`config.mk`:
```
export PLATFORM = sky130hd
export DESIGN_NAME = val2_shift_sequencer
export DESIGN_NICKNAME = d
export VERILOG_FILES = /design/src/rtl/val2_shift_sequencer.sv
export SDC_FILE = /design/constraint.sdc
export NUM_CORES = 1
export LEC_CHECK = 0
export ABC_AREA = 1
export ABC_CLOCK_PERIOD_IN_PS = 4400
export CORE_ASPECT_RATIO = 2
export CORE_MARGIN = 10
export CORE_UTILIZATION = 45
export DETAILED_ROUTE_END_ITERATION = 7
export MAX_ROUTING_LAYER = met4
export PLACE_DENSITY = 0.7
export REMOVE_ABC_BUFFERS = 1
export SLEW_MARGIN = 30
export SYNTH_ARGS = -nofsm -noshare
export SYNTH_HDL_FRONTEND = slang
export SYNTH_SLANG_ARGS = --single-unit
```
`constraint.sdc`:
```
create_clock -name clk -period 4.4 [get_ports clk]
set_input_delay 0.88 -clock clk [delete_from_list [all_inputs] [get_ports clk]]
set_output_delay 0.88 -clock clk [all_outputs]
set_load 0.01 [all_outputs]
```
`src/rtl/val2_shift_sequencer.sv`:
```
// val2_shift_sequencer: iterative Val2 shifter/rotator for the EXE second-operand path
module val2_shift_sequencer #(
  parameter int STEP = 4
) (
  input  logic        clk,
  input  logic        rst,
  input  logic        start,
  input  logic        flush,
  input  logic        mem_en,
  input  logic        I,
  input  logic        shift_by_reg,
  input  logic [11:0] shifter,
  input  logic [31:0] register,
  input  logic [7:0]  rs_val,
  output logic [31:0] result,
  output logic        valid,
  output logic        busy
);
  typedef enum logic [1:0] {IDLE, SHIFT, DONE} state_t;
  state_t state, state_n;
  logic [31:0] result_n, init_val, shifted;
  logic signed [31:0] sra;
  logic [1:0] typ, typ_n, init_typ;
  logic [5:0] rem, rem_n, init_amt, k;
  logic rs_big, accept;
  always_comb begin
    rs_big = |rs_val[7:5];
    init_typ = mem_en ? 2'b00 : I ? 2'b11 : shifter[6:5];
    init_val = mem_en ? {{20{shifter[11]}}, shifter} : I ? {24'b0, shifter[7:0]} : register;
    init_amt = mem_en ? 6'd0 : I ? {1'b0, shifter[11:8], 1'b0} :
               !shift_by_reg ? {1'b0, shifter[11:7]} :
               (init_typ == 2'b11 || !rs_big) ? {1'b0, rs_val[4:0]} :
               init_typ == 2'b10 ? 6'd31 : 6'd32;
    k = rem < 6'(STEP) ? rem : 6'(STEP);
    sra = $signed(result) >>> k;
    shifted = typ == 2'b00 ? result << k : typ == 2'b01 ? result >> k : typ == 2'b10 ? sra :
              (result >> k) | (result << (6'd32 - k));
    accept = state == IDLE && start && !flush;
    state_n = state;
    result_n = result;
    typ_n = typ;
    rem_n = rem;
    if (accept) begin
      state_n = init_amt == 6'd0 ? DONE : SHIFT;
      result_n = init_val;
      typ_n = init_typ;
      rem_n = init_amt;
    end else if (state != IDLE && flush) begin
      state_n = IDLE;
      rem_n = 6'd0;
    end else if (state == SHIFT) begin
      result_n = shifted;
      rem_n = rem - k;
      state_n = rem == k ? DONE : SHIFT;
    end else if (state == DONE) begin
      state_n = IDLE;
    end
  end
  assign busy = state != IDLE;
  assign valid = state == DONE && !flush;
  always_ff @(posedge clk) begin
    if (rst) begin
      state <= IDLE;
      result <= 32'h0;
      typ <= 2'b00;
      rem <= 6'd0;
    end else begin
      state <= state_n;
      result <= result_n;
      typ <= typ_n;
      rem <= rem_n;
    end
  end
endmodule

```
Word-level counts from Yosys, hierarchy flattened
Cells that the tools add are included.

Input port bits: 59. Output and inout port bits: 34. Bits in registers: 42. Logic and storage cells: 61.

Reductions and logical operators: 16. Equal/unequal tests: 8. Shift-type cells: 4. Order comparisons: 1. Muxes and demuxes: 25. Bitwise gates (word level): 1. Add/sub/neg operators: 2.

Operators by type and width (number): $mux 32 (8); $shl 32x6->32 (2); $mux 6 (9); $or 32x32->32 (1); $shr 32x6->32 (1); $sshr 32x6->32 (1); $mux 2 (8); $eq 2x2->1 const B (4); $eq 6x6->1 (1); $logic_not 6->1 (1); $lt 6x3->1 const B (1); $sub 6x6->6 (1); $sub 6x6->6 const A (1); $eq 2x1->1 const B (2); $logic_and 1x1->1 (4); $logic_not 2->1 (2); $reduce_bool 2->1 (2); $reduce_bool 4->1 (1); $reduce_bool 3->1 (1); $reduce_or 3->1 (1); $logic_not 1->1 (2); $ne 2x2->1 const B (1); $reduce_and 2->1 (1); $logic_or 1x1->1 (1).

Longest topological paths before layout
Word-level depth: 11. Depth in mapped cells: 23.

Worst setup path before layout
No wires, ideal clock.

Path type: register to register. From: reg rem[4]. To: reg result[25]. Arrival: 2660 ps. Period minus slack after synthesis: 2730 ps. Setup slack: 1670 ps. Cell stages (with the launch flop): 20. Buffers on the path: 4. Path through: dfxtp_1 nor2_4 nand2_4 buf_8 nor2_4 inv_1 buf_2 ha_1 clkbuf_1 buf_1 nand3_1 nand3_1 nand3_1 nand2_1 nand2_1 nand2_1 nand2_1 nand2_1 nand2_1 a21oi_1.

Cells in the longest elaborated chain, start to end: 11. Elaborated cells on any way between the ends: 14. Those cells by class: 1 x add/sub; 1 x order compare; 4 x shift; 7 x mux; 1 x bitwise.

RTL lines: start, declared (line 24) `logic [5:0] rem, rem_n, init_amt, k;`; start signal, assigned (line 71) `rem <= rem_n;`; $lt 6x3->1 (line 34) `k = rem < 6'(STEP) ? rem : 6'(STEP);`; $mux 6 * (line 34); $sub 6x6->6 (line 37) `(result >> k) | (result << (6'd32 - k));`; $shl 32x6->32 (line 37); $or 32x32->32 (line 37); $mux 32 (2 in a row) (line 36) `shifted = typ == 2'b00 ? result << k : typ == 2'b01 ? result >> k : typ == 2'b10 ? sra :`; $mux 32 * (line 36); $mux 32 * (line 51) `end else if (state == SHIFT) begin`; $mux 32 * (line 48) `end else if (state != IDLE && flush) begin`; $mux 32 * (line 43) `if (accept) begin`; end signal, assigned (line 69) `result <= result_n;`; end, declared (line 15) `output logic [31:0] result,`.

Mark *: on every way between the ends. The rest lies on a longest branch, timed or not. The select of a mux whose other input is x is not followed. A chain may end at the register's enable or synchronous reset.

Worst setup path in the final report
From: reg rem[4]. To: reg result[28].

Same word-level chain as after synthesis.

==> impl_metrics.toml <==
[setup_path]
crit_top_cell = "nand2_1"
crit_family = "simple AND/OR/NAND/NOR gates"
critPathKind = "flip-flop to flip-flop"
cp-start-kind = "flip-flop"
end_kind = "flip-flop"
cp_cell_sequence = "nor2_4, nand2_4, nor2_4, inv_1, ha_1, buf_4, inv_1, nand3_1, nand3_1, nand2_1, nand2_1, nand2_1, nand2_1, nand2_1, nand2_1, nand2_1, nand2_1, a21oi_1"
cp_slowest_cell = "inv_1"
slowest_delay_ps = 550
worstPathBufferInverterCount = 3
path_max_fanout = 39
worst_ep_arrival_time_ps = 3570
cp.required_ps = 4590

[floorplan]
core_um2 = 11300
num_rows = 55
initial_core_util = 0.460
die_area_um2 = 16500
die_y_um = 172
num_io_pins = 93
fp.dieW_um = 96.0

[synth]
synth_edf_count = 0
synth_cell_types = 48
yosysWarnings = 0
synthTopCellsByArea = "nand2_1, dfxtp_1, o21ai_0"
syn_inst = 965
async_flop_share = 0
synth-seq-cells = 42
yosysTopAreaCellShare = 0.245
ys.flop_type = "dfxtp_1"
synth.avg_cell_area_um2 = 5.38
synth_top_area_cell = "nand2_1"
netlist_area_um2 = 5190
yosysSeqAreaShare = 0.162

[timing]
hold_viol_final = 0
hold_ws_ps = 487
tns_ps = 0
slew_violations = 0
period_minus_slack_ps = 3380
tightestPinTransition_ps = 749
clock_skew_ps = 6.66
setup_viol = 0
relSlewSlack = 0.498
rsz0062_at_grt = "false"
period_share = 0.769
max_freq_mhz = 295

[route]
wl_um = 23100
drc_errors = 0
drt_first_iter_violations = 555
post_drt_wl_per_cell_um = 19.8
vias = 6873
routed_via_density = 5.89
drt_first_pass_iters = 5
postRouteAntennaNets = 0

[cts]
clkTransAtPathRegs_ps = 80
htree_levels = 2
cts_tree = "yes"
cts_buffers = 5
clockRootBuffer = "clkbuf_16"
insertion_delay_ps = 300
holdBufCountCts = 0
cts-resized-gates = 0
clock_path_buffers = 2
post-cts-setup-buffers = 0
cts_sinks = 42

[global_routing]
grt_max_degree = 44
grtUsageMet1 = 0.290
grtUsageMet3 = 0.0274
grt_pass1_wl_um = 35800
grt_overflow = 0
grt_pass1_vias = 6697
grt_use_total = 0.286
gr-usage-met2 = 0.501
top_usage_layer = "met2"
antenna_found_initial = 0

[placement]
port_buffers = 92
dpl.hpwl_um = 17500
gp_congestion = 1.02

[final_layout]
final_nets = 1087
syn2layout_area_growth_pct = 21.8
drive_gt1_frac = 0.0459
antenna_cells = 0

[pwr]
ir_drop_uv = 201
power_density_nw_per_um2 = 394
p_leak_nw = 2.92

[min_path]
worstHoldPathType = "flip-flop to flip-flop"

[run_status]
status = "completed"

[job]
maxCapViolations = 0
[per-stage QoR]
step	util	setup slack, ps	area [um2]	instances	total power, mW
2_1_floorplan	-	728	4940	910	1.45
3_3_place_gp	0.545	1160	6150	1158	2.01
3_5_place_dp	0.545	1100	6150	1158	2.00
4_1_cts	0.560	1070	6320	1166	2.46
5_1_grt	0.560	730	6320	1166	2.65
6_report	0.560	1020	6320	1166	2.49
[logic make-up (layout without fill, tap and decap cells)]
logic type / count (synthesis) / after routing / synth area share
fa+ha+maj: 5 / 5 / 0.0120
flops: 42 / 42 / 0.162
simple gates: 499 / 499 / 0.408
compound gates: 255 / 255 / 0.290
buf+inv: 163 / 222 / 0.127
other cells: 1 / 1 / 0.000722
[power breakdown]
group / internal [mW] / total, mW / switching, mW
clock network: 0.269 / 0.464 / 0.195
logic: 0.520 / 1.55 / 1.03
registers: 0.422 / 0.478 / 0.0559
[flip-flops by register name, indices dropped and copies added, names as in the netlist, named ones only]
| name | count |
|---|---|
| state | 2 |
| rem | 6 |
| result | 31 |
| typ | 2 |
[layout make-up]
cell class | count | area [um2]
clock buffers | 5 | 125
fillers | 1212 | 4960
multi-input cells | 760 | 3700
inverters | 108 | 410
well taps | 142 | 178
repair buffers | 106 | 1030
clock inverters | 3 | 45.0
flip-flops and latches | 42 | 841
[cell usage in the layout (no fill, tap or decap), drive strengths merged, types with 10 or more instances in the layout]
master         instances
inv                  107
o211ai                17
buf                   14
o2111ai               15
clkdlybuf4s50         92
dfxtp                 42
o21ai                104
nand4                 13
and2                  10
a21oi                 74
nand2                343
nand3                 58
nor2                  67
[cell usage after synthesis (4+ instances only)]
master and instances:
o211ai_1 17, buf_1 7, o21ai_1 8, nand4_1 13
ha_1 5, a31oi_1 7, nand2_1 339, nand3_1 57
o21ai_0 96, buf_2 9, clkbuf_1 35, dfxtp_1 42
and2_1 10, nor2_1 60, inv_1 103, o2111ai_1 15
a211oi_1 4, o221ai_1 6, a21oi_1 74, o21a_1 6
a221oi_1 6
[per-layer routing]
metal / part of all wire / wire, um
met5: 0 / 0
met3: 0.056 / 1290
met4: 0.070 / 1600
met2: 0.52 / 12000
met1: 0.35 / 8110
[worst paths after layout]
kind                              start                 endpoint  slack, ps  cells after the start
hold / removal    state[0]$_SDFFE_PP0P_    state[0]$_SDFFE_PP0P_        490                      2
setup / recovery    rem[4]$_SDFFE_PP0P_  result[28]$_SDFFE_PP0P_       1020                     18
hold reg to reg   state[0]$_SDFFE_PP0P_    state[0]$_SDFFE_PP0P_        490                      2
setup reg to reg    rem[4]$_SDFFE_PP0P_  result[28]$_SDFFE_PP0P_       1020                     18
[tightest hold or removal path: cells and delay by family (launching register included)]
| family | cells | cell delay [ps] |
|---|---|---|
| AOI/OAI and AO/OA | 1 | 50 |
| and+or+nand+nor | 1 | 60 |
| DFF | 1 | 330 |
(Power assumes the default switching activity.)
